--- src/rtl/pc_pkg.sv ---
// Shared types and increment constants for the program-counter unit.
package pc_pkg;

    typedef enum logic [1:0] {
        BOOT,
        RUN,
        HALT
    } pc_state_t;

    localparam int unsigned PC_INC_W = 4;
    localparam int unsigned PC_INC_C = 2;

endpackage

--- src/rtl/pc_next_sel.sv ---
// Next-PC selection: trap > branch > sequential > hold, with target alignment and misalign flag.
// PC_COMPRESSED_EN selects halfword alignment and a 2/4-byte increment; otherwise word-only.
module pc_next_sel #(
    parameter int unsigned DATA_WIDTH = 32
) (
    input  logic                  redirect_en_i,
    input  logic                  seq_en_i,
    input  logic                  trap_i,
    input  logic [DATA_WIDTH-1:0] trap_vector_i,
    input  logic                  branch_taken_i,
    input  logic [DATA_WIDTH-1:0] branch_target_i,
    input  logic                  instr_is_c_i,
    input  logic [DATA_WIDTH-1:0] pc_i,
    output logic [DATA_WIDTH-1:0] pc_next_o,
    output logic                  redirect_o,
    output logic                  misaligned_o
);
    import pc_pkg::*;

`ifdef PC_COMPRESSED_EN
    localparam int unsigned Align = 1;

    logic [DATA_WIDTH-1:0] inc;
    assign inc = instr_is_c_i ? DATA_WIDTH'(PC_INC_C) : DATA_WIDTH'(PC_INC_W);
`else
    localparam int unsigned Align = 2;

    logic [DATA_WIDTH-1:0] inc;
    logic                  unused_instr_is_c;
    assign inc               = DATA_WIDTH'(PC_INC_W);
    assign unused_instr_is_c = instr_is_c_i;
`endif

    logic [DATA_WIDTH-1:0] target;

    always_comb begin
        target     = branch_target_i;
        redirect_o = 1'b0;
        if (redirect_en_i && trap_i) begin
            target     = trap_vector_i;
            redirect_o = 1'b1;
        end else if (redirect_en_i && branch_taken_i) begin
            redirect_o = 1'b1;
        end

        misaligned_o = redirect_o && (|target[Align-1:0]);

        // Sequential wrap modulo 2^DATA_WIDTH falls out of the truncating add.
        if (redirect_o) begin
            pc_next_o = {target[DATA_WIDTH-1:Align], {Align{1'b0}}};
        end else if (seq_en_i) begin
            pc_next_o = pc_i + inc;
        end else begin
            pc_next_o = pc_i;
        end
    end

endmodule

--- src/rtl/pc_unit.sv ---
// Fetch-stage program counter: boot delay, handshaked sequential fetch, redirects, debug halt.
// Alignment and increment width follow PC_COMPRESSED_EN (see pc_next_sel).
module pc_unit #(
    parameter int unsigned           DATA_WIDTH   = 32,
    parameter logic [DATA_WIDTH-1:0] RESET_VECTOR = 32'h3000_0000,
    parameter int unsigned           BOOT_DELAY   = 4
) (
    input  logic                  clk,
    input  logic                  arst,
    input  logic                  i_stall,
    input  logic                  i_fetch_ready,
    input  logic                  i_branch_taken,
    input  logic [DATA_WIDTH-1:0] i_branch_target,
    input  logic                  i_trap,
    input  logic [DATA_WIDTH-1:0] i_trap_vector,
    input  logic                  i_halt_req,
    input  logic                  i_resume,
    input  logic                  i_instr_is_c,
    output logic [DATA_WIDTH-1:0] o_pc,
    output logic                  o_fetch_valid,
    output logic                  o_redirect,
    output logic                  o_misaligned,
    output logic                  o_halted
);
    import pc_pkg::*;

    localparam int unsigned       CntW    = (BOOT_DELAY > 1) ? $clog2(BOOT_DELAY) : 1;
    localparam logic [CntW-1:0]   LastCnt = (BOOT_DELAY == 0) ? '0 : CntW'(BOOT_DELAY - 1);

    pc_state_t             state_q, state_d;
    logic [CntW-1:0]       boot_cnt_q, boot_cnt_d;
    logic [DATA_WIDTH-1:0] pc_q, pc_d;
    logic                  redirect_q, redirect_d;
    logic                  misaligned_q, misaligned_d;

    logic                  boot_done;
    logic                  fetch_valid;
    logic                  halted;
    logic                  redirect_en;
    logic                  seq_en;

    assign boot_done = (BOOT_DELAY == 0) || (boot_cnt_q == LastCnt);

    always_ff @(posedge clk or posedge arst) begin
        if (arst) begin
            state_q <= BOOT;
        end else begin
            state_q <= state_d;
        end
    end

    always_comb begin
        state_d = state_q;
        unique case (state_q)
            BOOT: if (boot_done) state_d = RUN;
            RUN:  if (i_halt_req && (!fetch_valid || i_fetch_ready)) state_d = HALT;
            HALT: if (i_resume) state_d = RUN;
            default: state_d = BOOT;
        endcase
    end

    always_comb begin
        fetch_valid = 1'b0;
        halted      = 1'b0;
        redirect_en = 1'b0;
        unique case (state_q)
            BOOT: ;
            RUN: begin
                fetch_valid = 1'b1;
                redirect_en = 1'b1;
            end
            HALT: begin
                halted      = 1'b1;
                redirect_en = 1'b1;
            end
            default: ;
        endcase
    end

    assign seq_en     = (state_q == RUN) && fetch_valid && i_fetch_ready && !i_stall;
    assign boot_cnt_d = ((state_q == BOOT) && !boot_done) ? boot_cnt_q + CntW'(1) : boot_cnt_q;

    pc_next_sel #(
        .DATA_WIDTH (DATA_WIDTH)
    ) u_next_sel (
        .redirect_en_i   (redirect_en),
        .seq_en_i        (seq_en),
        .trap_i          (i_trap),
        .trap_vector_i   (i_trap_vector),
        .branch_taken_i  (i_branch_taken),
        .branch_target_i (i_branch_target),
        .instr_is_c_i    (i_instr_is_c),
        .pc_i            (pc_q),
        .pc_next_o       (pc_d),
        .redirect_o      (redirect_d),
        .misaligned_o    (misaligned_d)
    );

    always_ff @(posedge clk or posedge arst) begin
        if (arst) begin
            pc_q         <= RESET_VECTOR;
            boot_cnt_q   <= '0;
            redirect_q   <= 1'b0;
            misaligned_q <= 1'b0;
        end else begin
            pc_q         <= pc_d;
            boot_cnt_q   <= boot_cnt_d;
            redirect_q   <= redirect_d;
            misaligned_q <= misaligned_d;
        end
    end

    assign o_pc          = pc_q;
    assign o_fetch_valid = fetch_valid;
    assign o_redirect    = redirect_q;
    assign o_misaligned  = misaligned_q;
    assign o_halted      = halted;

endmodule

--- config.mk ---
export PLATFORM = sky130hd
export DESIGN_NAME = pc_unit
export DESIGN_NICKNAME = d
export VERILOG_FILES = /design/src/rtl/pc_pkg.sv /design/src/rtl/pc_next_sel.sv /design/src/rtl/pc_unit.sv
export SDC_FILE = /design/constraint.sdc
export NUM_CORES = 1
export LEC_CHECK = 0
export BUFFER_PORTS_ARGS = -buffer_cell sky130_fd_sc_hd__buf_2
export CAP_MARGIN = 0
export CORE_AREA = 3 3 80 74
export CTS_BUF_LIST = sky130_fd_sc_hd__clkbuf_4
export DETAILED_ROUTE_END_ITERATION = 8
export DIE_AREA = 0 0 83 77
export PLACE_DENSITY = 0.9
export SLEW_MARGIN = 5
export SYNTH_ARGS = -nofsm -noshare
export SYNTH_HDL_FRONTEND = slang
export SYNTH_HIERARCHICAL = 1
export SYNTH_SLANG_ARGS = --single-unit
--- constraint.sdc ---
create_clock -name clk -period 2.9 [get_ports clk]
set_input_delay 0.29 -clock clk [delete_from_list [all_inputs] [get_ports clk]]
set_output_delay 0.29 -clock clk [all_outputs]
set_load 0.1 [all_outputs]
* Word level (Yosys, flattened, before mapping)
Index checks and enable logic that the tools add are counted. W data, S select, Z words.
Word-level totals: latch bits 0, memories kept 0, bits in writable memories 0, bits in read-only memories 0, output and inout bits 36, register bits 38
Cells by class: equal/unequal tests 6, $add $sub $neg 2, reductions and logical operators 17, order comparisons 0, muxes and demuxes 12, divide/modulo/power cells 0, multipliers 0, shift-type cells 0, bitwise gates (word level) 0
Operators by type and width (number):
- $mux W32 | 3
- $add A32 B3 Y32 const B | 1
- $logic_and A1 B1 Y1 | 8
- $mux W2 | 3
- $ne A2 B2 Y1 const B | 3
- $pmux W2 S3 | 1
- $mux W1 | 5
- $eq A2 B2 Y1 const B | 2
- $reduce_or A2 Y1 | 2
- $logic_not A1 Y1 | 3
- $reduce_and A3 Y1 | 1
- $add A2 B1 Y2 const B | 1
- $eq A2 B1 Y1 const B | 1
- $logic_not A2 Y1 | 1
- $reduce_bool A2 Y1 | 1
- $logic_or A1 B1 Y1 | 1

* Longest topological paths before layout
Gate-level depths: netlist (run 1).
word-level depth 7, gate-level depth with buffers 11, depth with buffers taken out 8

* Cells and area by module
Netlist (run 1), hierarchy kept.
By module, submodules not included:
- pc_next_sel | cells an instance 210, sequential area each 0.0 um2, times used 1, area each 1357.6 um2
- pc_unit | cells an instance 57, sequential area each 953.4 um2, times used 1, area each 1131.1 um2

* Least setup slack after synthesis (run 1)
OpenSTA, ideal clock, no wires.
path kind register -> register, from register state_q[1], to register pc_q[21] (netlist: o_pc[21]), stages on the path, launching flop included 11, arrival time 2771 ps, slack 47 ps, data required time 2818 ps, cell sequence dfrtp_1 inv_1 ha_1 nand2_1 nor2_1 buf_4 and4_4 nand4_4 buf_6 or4_1 a31oi_1
RTL lines:
- start, declared | RTL line pc_unit.sv:30 | pc_state_t state_q, state_d;
- start signal, assigned | RTL line pc_unit.sv:48 | state_q <= state_d;
- $eq A2 B1 Y1 | RTL line pc_unit.sv:66 | unique case (state_q)
- $mux W1 | RTL line pc_unit.sv:66
- via o_fetch_valid | RTL line pc_unit.sv:20 | output logic o_fetch_valid,
- $logic_and A1 B1 Y1 (3 in series) | RTL line pc_unit.sv:80 | assign seq_en = (state_q == RUN) && fetch_valid && i_fetch_ready && !i_stall;
- via seq_en | RTL line pc_unit.sv:40 | logic seq_en;
- $reduce_bool A2 Y1 (no source line)
- end signal, assigned | RTL line pc_unit.sv:106 | pc_q <= pc_d;
- end, declared | RTL line pc_unit.sv:32 | logic [DATA_WIDTH-1:0] pc_q, pc_d;
The timed path passes the listed nets, and every way through them passes these cells. A chain may end at the register's enable or synchronous reset.

* Final worst setup path (run 1)
from register state_q[1], to register pc_q[16] (netlist: o_pc[16])
RTL lines (RTL line):
- $eq A2 B1 Y1 (*) | pc_unit.sv:66, pc_unit.sv:80
- $mux W1 | pc_unit.sv:66
- $logic_and A1 B1 Y1 (*) (3 in series) | pc_unit.sv:80
- via seq_en | pc_unit.sv:40
- $reduce_bool A2 Y1 (no source line) (*)
The timed path passes the listed nets; every way through them passes the cells marked *.

==> qor.csv, run 1 <==
stage,metric,value,unit
detailed_routing,drt wl/cell,15.9,um
critical_path,startpoint types,flop,
clock_network,Post-CTS Hold Buffers,0,
sta,number of hold-slack violations in the final timing report,0,
global_route,initial antenna violation count,0,
layout,fill cell instance count of the final layout,460,
synthesis,Cell variety after synth,38,
clock_network,clock latency of the later-clocked register in the worst-skew pair,0.35,ns
critical_path,data required time of the critical path,3.17,ns
placement,post-detailed-placement half-perimeter wirelength,5.14,mm
synthesis,largest cells by area after synthesis,"sky130_fd_sc_hd__dfrtp_1, sky130_fd_sc_hd__a211oi_1, sky130_fd_sc_hd__and3_1",
sta,post-route clock period utilization,0.828,
floorplan,Boundary Pins,109,
layout,share of final-layout standard cells stronger than drive strength 1,0.367,
detailed_routing,router iterations before antenna repair,4,
clock_network,post-cts sizing count,0,
synthesis,net count after synthesis,346,
layout,Post-layout nets,446,
synthesis,number of standard cells after synthesis,267,
detailed_routing,Routed Antenna Nets,0,
synthesis,register bit total from synthesis,38,
global_route,met3 track demand over resource,0.0612,
sta,setup repair after global routing missed its margin,no,
layout,Antenna Diode Count,0,
global_route,GRT met2 Usage,0.348,
clock_network,TritonCTS clock tree,built,
run,max_cap viols,0,
floorplan,standard-cell row count,25,
sta,final sum of negative setup slack,0,ns
synthesis,mean instance size in the synthesized netlist,9.32,um2
critical_path,endpoint class of the critical path,flop,
placement,placed inst area,3080,um2
synthesis,number of enable flip-flop cells after synthesis,0,
clock_network,largest buffer count on any clock path,2,
clock_network,# H-tree levels,2,
sta,Max Slew Vio Count,0,
critical_path,Setup CP Type,flop to flop,
detailed_routing,drt first-iter violations,192,
global_route,first-pass GRT wire length,11.4,mm
clock_network,"Setup Fix Bufs, Post-CTS",0,
status,outcome,"finished, final reports clean",
critical_path,Worst Path Max Fanout,19,
synthesis,most used flip-flop cell after synthesis,sky130_fd_sc_hd__dfrtp_1,
floorplan,die height,77,um
global_route,met1 track demand over resource,0.280,
synthesis,Synthesis Warnings,6,
clock_network,"Reg clk slew, reported paths",0.12,ns
placement,number of buffers added on ports,107,
detailed_routing,detailed-route wire length,6.91,mm
sta,worst-case headroom to the max-slew limit,0.176,
sta,worst setup skew after layout,0.00608,ns
critical_path,critical path data arrival time,2.67,ns
min_path,path type of the worst min-delay path,input pin to async pin,
global_route,number of global-route vias before repair,2417,
synthesis,share of the yosys chip area belonging to registers,0.383,
layout,final design utilization,0.608,
floorplan,area of the placeable core,5190,um2
floorplan,Starting Density,0.479,
detailed_routing,number of DRC violations after detailed routing,0,
synthesis,cell type contributing the most total cell area after synthesis,sky130_fd_sc_hd__dfrtp_1,
floorplan,total die area,6390,um2
synthesis,area share of the largest cell type after synthesis,0.362,
global_route,maximum number of pins on one net before global-route repair,53,
layout,Post-Layout Inst Area,3160,um2
sta,transition time at the pin with the least slew margin,1.23,ns
sta,timing-limited maximum frequency,417,MHz
clock_network,number of buffers created by CTS,5,
layout,layout overhead on the synthesized area,26.8,%
sta,worst hold slack,0.0353,ns
global_route,global router's overall resource usage,0.216,
synthesis,post-synth design cell area,2490,um2
clock_network,total number of clock tree sinks,38,
floorplan,floorplan die width,83,um
placement,placer congestion estimate,0.814,
detailed_routing,via count,2568,
sta,post-route minimum period,2.40,ns
synthesis,Async SR Flop Fraction,1.00,
global_route,total gr overflow,0,
clock_network,clk root buf,sky130_fd_sc_hd__clkbuf_4,
global_route,gr busiest metal,met2,
detailed_routing,Vias/cell,5.90,
sta,final number of setup-violating endpoints,0,
## registers in the layout, summed over array words and instances, names as in the netlist
signal,flops
o_pc,32
boot_cnt_q,2
state_q,2
o_misaligned,1
o_redirect,1
## layout by cell type (no fill, tap or decap), types with 3 or more instances in the layout
cell,instances
sky130_fd_sc_hd__o21ai_0,6
sky130_fd_sc_hd__inv_1,8
sky130_fd_sc_hd__mux2i_1,6
sky130_fd_sc_hd__o31ai_1,14
sky130_fd_sc_hd__nand4_1,6
sky130_fd_sc_hd__xnor2_1,7
sky130_fd_sc_hd__a211oi_1,27
sky130_fd_sc_hd__ha_1,6
sky130_fd_sc_hd__buf_4,7
sky130_fd_sc_hd__and3_1,27
sky130_fd_sc_hd__or3_1,5
sky130_fd_sc_hd__a31oi_1,19
sky130_fd_sc_hd__nand3_1,7
sky130_fd_sc_hd__xor2_1,4
sky130_fd_sc_hd__nand2_1,15
sky130_fd_sc_hd__dfrtp_1,36
sky130_fd_sc_hd__or4_1,14
sky130_fd_sc_hd__clkbuf_4,5
sky130_fd_sc_hd__nor2_1,7
sky130_fd_sc_hd__a21oi_1,10
sky130_fd_sc_hd__and2_1,3
sky130_fd_sc_hd__and4_1,3
sky130_fd_sc_hd__buf_2,107
## layer usage
metal | vias up | wire length [um]
li1 | 1229 | -
met1 | 1228 | 2890
met2 | 100 | 3360
met3 | 11 | 513
met4 | 0 | 146
met5 | - | 0
## through the flow
step	setup WS, ns	cells
3_5_place_dp	0.528	427
6_report	0.500	435
5_1_grt	0.325	435
3_3_place_gp	0.605	427
4_1_cts	0.508	435
2_1_floorplan	0.0469	267
## worst max-delay path, cell delays in order (launching register included)
cell                      delay [ns]
sky130_fd_sc_hd__dfrtp_1        0.41
sky130_fd_sc_hd__inv_1          0.11
sky130_fd_sc_hd__ha_1           0.25
sky130_fd_sc_hd__nand2_1        0.09
sky130_fd_sc_hd__nor2_1         0.16
sky130_fd_sc_hd__and4_4         0.30
sky130_fd_sc_hd__nand4_4        0.26
sky130_fd_sc_hd__or4_1          0.57
sky130_fd_sc_hd__a31oi_1        0.18
## cell type report
| type | count | area (um2) | share of cell area |
|---|---|---|---|
| multi-input combinational | 200 | 1420 | 0.451 |
| sequential | 38 | 953 | 0.302 |
| clock buffer | 5 | 37.5 | 0.0119 |
| timing repair buffer | 114 | 588 | 0.186 |
| inverter | 8 | 30.0 | 0.00951 |
| clock inverter | 3 | 40.0 | 0.0127 |
| tap | 67 | 83.8 | 0.0266 |
## cells in the mapped netlist, types with 3 or more instances
cell	count
sky130_fd_sc_hd__xor2_1	4
sky130_fd_sc_hd__nand4_1	6
sky130_fd_sc_hd__clkbuf_1	15
sky130_fd_sc_hd__nand2_1	15
sky130_fd_sc_hd__a21oi_1	10
sky130_fd_sc_hd__a31oi_1	19
sky130_fd_sc_hd__dfrtp_1	36
sky130_fd_sc_hd__a211oi_1	27
sky130_fd_sc_hd__ha_1	6
sky130_fd_sc_hd__nand3_1	7
sky130_fd_sc_hd__and2_1	3
sky130_fd_sc_hd__mux2i_1	6
sky130_fd_sc_hd__xnor2_1	7
sky130_fd_sc_hd__inv_1	8
sky130_fd_sc_hd__or3_1	5
sky130_fd_sc_hd__or4_1	14
sky130_fd_sc_hd__and3_1	27
sky130_fd_sc_hd__and4_1	3
sky130_fd_sc_hd__o21ai_0	6
sky130_fd_sc_hd__o31ai_1	14
sky130_fd_sc_hd__nor2_1	7
## final timing paths
path                                      from        to  slack [ns]  cells past startpoint
max reg2reg                         state_q[1]  o_pc[16]        0.50                      8
min                                       arst   o_pc[2]        0.04                      3
min in group clk           i_branch_target[11]  o_pc[11]        0.21                      3
min reg2reg                            o_pc[1]   o_pc[1]        0.50                      1
max in group asynchronous                 arst  o_pc[28]        2.50                      3
max                                 state_q[1]  o_pc[16]        0.50                      8
## logic make-up after synthesis
logic type	count (synthesis)	synth area share
flip-flops	38	0.383
multiplexers	8	0.0347
buffers and inverters	29	0.0493
adder cells (fa/ha/maj)	6	0.0302
AND/OR/NAND/NOR	97	0.248
AO/OA/AOI/OAI	78	0.216
XOR/XNOR	11	0.0387
Power of run 1 is left out: the tool's default activity adds up to more than one toggle a clock period on the data nets, which glitch-free logic cannot reach.
==> run 2: changes to the inputs <==
ABC_AREA = 1   (was not set)
CORE_AREA = 3 3 81 75   (was 3 3 80 74)
DIE_AREA = 0 0 84 78   (was 0 0 83 77)
PLACE_DENSITY = 0.91   (was 0.9)
clock period = 2.3 ns   (was 2.9 ns; I/O delays follow)
==> run 2 against run 1 <==
  * Synthesized area rose by 4.9%
  * Fmax rose by 19%
  * Global-route usage rose by 2.9 points
  * Worst setup slack got worse by 0.22 ns
  * Critical path depth rose by 4
  * Core utilization rose by 2.3 points
  * Non-clock buffer count rose by 2
  * Final area rose by 5.7%
  * Critical endpoint is now o_pc[25]
  * Highest routed layer unchanged
==> qor.csv, run 2 <==
stage,metric,value,unit
status,outcome,"finished, final reports clean",
clock_network,# H-tree levels,2,
sta,final sum of negative setup slack,0,ns
min_path,hold path start,i_trap_vector[3],
synthesis,area share of the largest cell type after synthesis,0.345,
sta,post-route minimum period,2.02,ns
placement,number of buffers added on ports,107,
global_route,first-pass GRT wire length,13.2,mm
run,max_cap viols,0,
global_route,global router's overall resource usage,0.245,
synthesis,Async SR Flop Fraction,1.00,
synthesis,net count after synthesis,472,
layout,share of final-layout standard cells stronger than drive strength 1,0.271,
layout,layout overhead on the synthesized area,27.8,%
critical_path,critical path data arrival time,2.27,ns
critical_path,reg-to-reg critical path startpoint,state_q[1],
clock_network,TritonCTS clock tree,built,
layout,Post-layout nets,583,
layout,"most common cell after layout, fill and taps aside",sky130_fd_sc_hd__buf_2,
clock_network,clock latency of the later-clocked register in the worst-skew pair,0.36,ns
sta,Max Slew Vio Count,0,
sta,post-route clock period utilization,0.876,
sta,number of hold-slack violations in the final timing report,0,
clock_network,post-cts sizing count,0,
placement,placer congestion estimate,0.879,
synthesis,largest cells by area after synthesis,"sky130_fd_sc_hd__dfrtp_1, sky130_fd_sc_hd__nand2_1, sky130_fd_sc_hd__nor2_1",
layout,fill cell instance count of the final layout,494,
detailed_routing,Routed Antenna Nets,0,
critical_path,Setup CP Type,flop to flop,
synthesis,register bit total from synthesis,38,
clock_network,clk root buf,sky130_fd_sc_hd__clkbuf_4,
global_route,initial antenna violation count,0,
detailed_routing,via count,3049,
clock_network,"Reg clk slew, reported paths",0.12,ns
floorplan,Starting Density,0.494,
critical_path,Worst Path Max Fanout,7,
clock_network,largest buffer count on any clock path,2,
synthesis,Synthesis Warnings,6,
global_route,total gr overflow,0,
placement,post-detailed-placement half-perimeter wirelength,5.93,mm
min_path,hold-critical path endpoint,o_pc[3],
floorplan,total die area,6550,um2
critical_path,cell count of the worst reg-to-reg path,12,
critical_path,startpoint types,flop,
synthesis,mean instance size in the synthesized netlist,6.64,um2
min_path,path type of the worst min-delay path,input pin to flop,
sta,worst setup skew after layout,0.0170,ns
min_path,Worst Hold Depth,3,
critical_path,cells along the critical path,inv_1 -> ha_4 -> nand2_1 -> nor2_1 -> buf_4 -> nand2_2 -> nor2_4 -> inv_1 -> nor3_2 -> nand3_1 -> nand3_1 -> nand2_1,
critical_path,endpoint class of the critical path,flop,
global_route,maximum number of pins on one net before global-route repair,39,
critical_path,data required time of the critical path,2.55,ns
detailed_routing,drt wl/cell,13.6,um
synthesis,share of the yosys chip area belonging to registers,0.365,
synthesis,number of enable flip-flop cells after synthesis,0,
detailed_routing,drt first-iter violations,227,
critical_path,setup slack of the most critical reg-to-reg path,0.28,ns
layout,area occupied by multi-input gates,1480,um2
sta,transition time at the pin with the least slew margin,0.498,ns
floorplan,Boundary Pins,109,
synthesis,number of standard cells after synthesis,393,
detailed_routing,router iterations before antenna repair,6,
sta,worst-case headroom to the max-slew limit,0.668,
global_route,number of global-route vias before repair,2893,
detailed_routing,number of DRC violations after detailed routing,0,
sta,final number of setup-violating endpoints,0,
detailed_routing,detailed-route wire length,7.77,mm
layout,area taken by flip-flops and latches,953,um2
floorplan,area of the placeable core,5290,um2
layout,Antenna Diode Count,0,
clock_network,"Setup Fix Bufs, Post-CTS",0,
synthesis,post-synth design cell area,2610,um2
critical_path,largest stage delay on the critical path,0.42,ns
layout,max FFs per register,32,
sta,timing-limited maximum frequency,496,MHz
synthesis,most common cell in the synthesized netlist,sky130_fd_sc_hd__nand2_1,
critical_path,cell with the largest stage delay on the worst path,sky130_fd_sc_hd__dfrtp_1,
floorplan,standard-cell row count,25,
floorplan,die height,78,um
sta,setup repair after global routing missed its margin,no,
detailed_routing,Vias/cell,5.33,
critical_path,Reg2Reg Capture Point,o_pc[25],
clock_network,number of buffers created by CTS,5,
floorplan,floorplan die width,84,um
clock_network,total number of clock tree sinks,38,
synthesis,most used flip-flop cell after synthesis,sky130_fd_sc_hd__dfrtp_1,
synthesis,cell type contributing the most total cell area after synthesis,sky130_fd_sc_hd__dfrtp_1,
synthesis,Cell variety after synth,28,
layout,"leading cell types in the layout, fill and taps excluded","sky130_fd_sc_hd__buf_2, sky130_fd_sc_hd__nand2_1, sky130_fd_sc_hd__nor2_1",
synthesis,most frequent cells after synthesis,"sky130_fd_sc_hd__nand2_1, sky130_fd_sc_hd__nor2_1, sky130_fd_sc_hd__inv_1",
## run 2: changes by cell type after synthesis, sizes merged, moves of 6 or more
| cell | before | now |
|---|---|---|
| or4 | 14 | 0 |
| inv | 8 | 40 |
| a31oi | 19 | 2 |
| a211oi | 27 | 1 |
| o21ai | 7 | 40 |
| and3 | 28 | 0 |
| o22ai | 0 | 7 |
| mux2i | 6 | 0 |
| nor2 | 7 | 68 |
| o31ai | 14 | 0 |
| nand3 | 7 | 40 |
| nand2 | 15 | 101 |
## run 2: final cells by class
cell class                 instances  area share
multi-input combinational        303       0.443
tap                               67      0.0251
inverter                          40      0.0450
sequential                        38       0.286
clock buffer                       6      0.0135
timing repair buffer             116       0.185
clock inverter                     2     0.00263
## run 2: worst max-delay path by stage
stage / from / end / cells after the start
after detailed placement: state_q[1] / o_pc[25] / 12
after global placement: state_q[1] / o_pc[25] / 12
after CTS: state_q[1] / o_pc[25] / 12
final: state_q[1] / o_pc[25] / 12
after floorplan: state_q[1] / o_pc[12] / 11
after global routing: state_q[1] / o_pc[12] / 12
## run 2: per-stage QoR
step / std cells / util / setup slack (ns) / instance area [um2] / hold WS, ns
after floorplan: 393 / - / 0.122 / 2620 / 0.367
after global placement: 563 / 0.619 / 0.376 / 3270 / 0.369
after global routing: 572 / 0.631 / 0.0241 / 3340 / 0.118
after CTS: 572 / 0.631 / 0.302 / 3340 / 0.0994
after detailed placement: 563 / 0.619 / 0.323 / 3270 / 0.373
final: 572 / 0.631 / 0.284 / 3340 / 0.106
## run 2: cell families (layout without fill, tap and decap cells)
logic type	Yosys count	after routing	synth area share
xor gates and xnor gates	3	3	0.0101
adders and majority gates	6	6	0.0288
and+or+nand+nor	223	223	0.373
buffers and inverters	52	164	0.0753
DFF	38	38	0.365
AOI/OAI and AO/OA	71	71	0.148
## run 2: repair_timing
action | CTS | global route
setup endpoints to repair | 0 | 0
hold buffers | 1 | 0
hold endpoints to repair | 36 | 0
## run 2: worst max-delay path, delay by kind of cell (launching register included)
| family | cells | cell delay [ns] |
|---|---|---|
| DFF | 1 | 0.42 |
| adders and majority gates | 1 | 0.16 |
| and+or+nand+nor | 8 | 0.92 |
| buffers and inverters | 3 | 0.42 |
## run 2: per-layer routing
layer | global-route usage | wire [um]
met1 | 0.316 | 3310
met2 | 0.420 | 3710
met3 | 0.0520 | 635
met4 | 0.0627 | 108
met5 | 0 | 0
Power of run 2 is left out for the same reason.
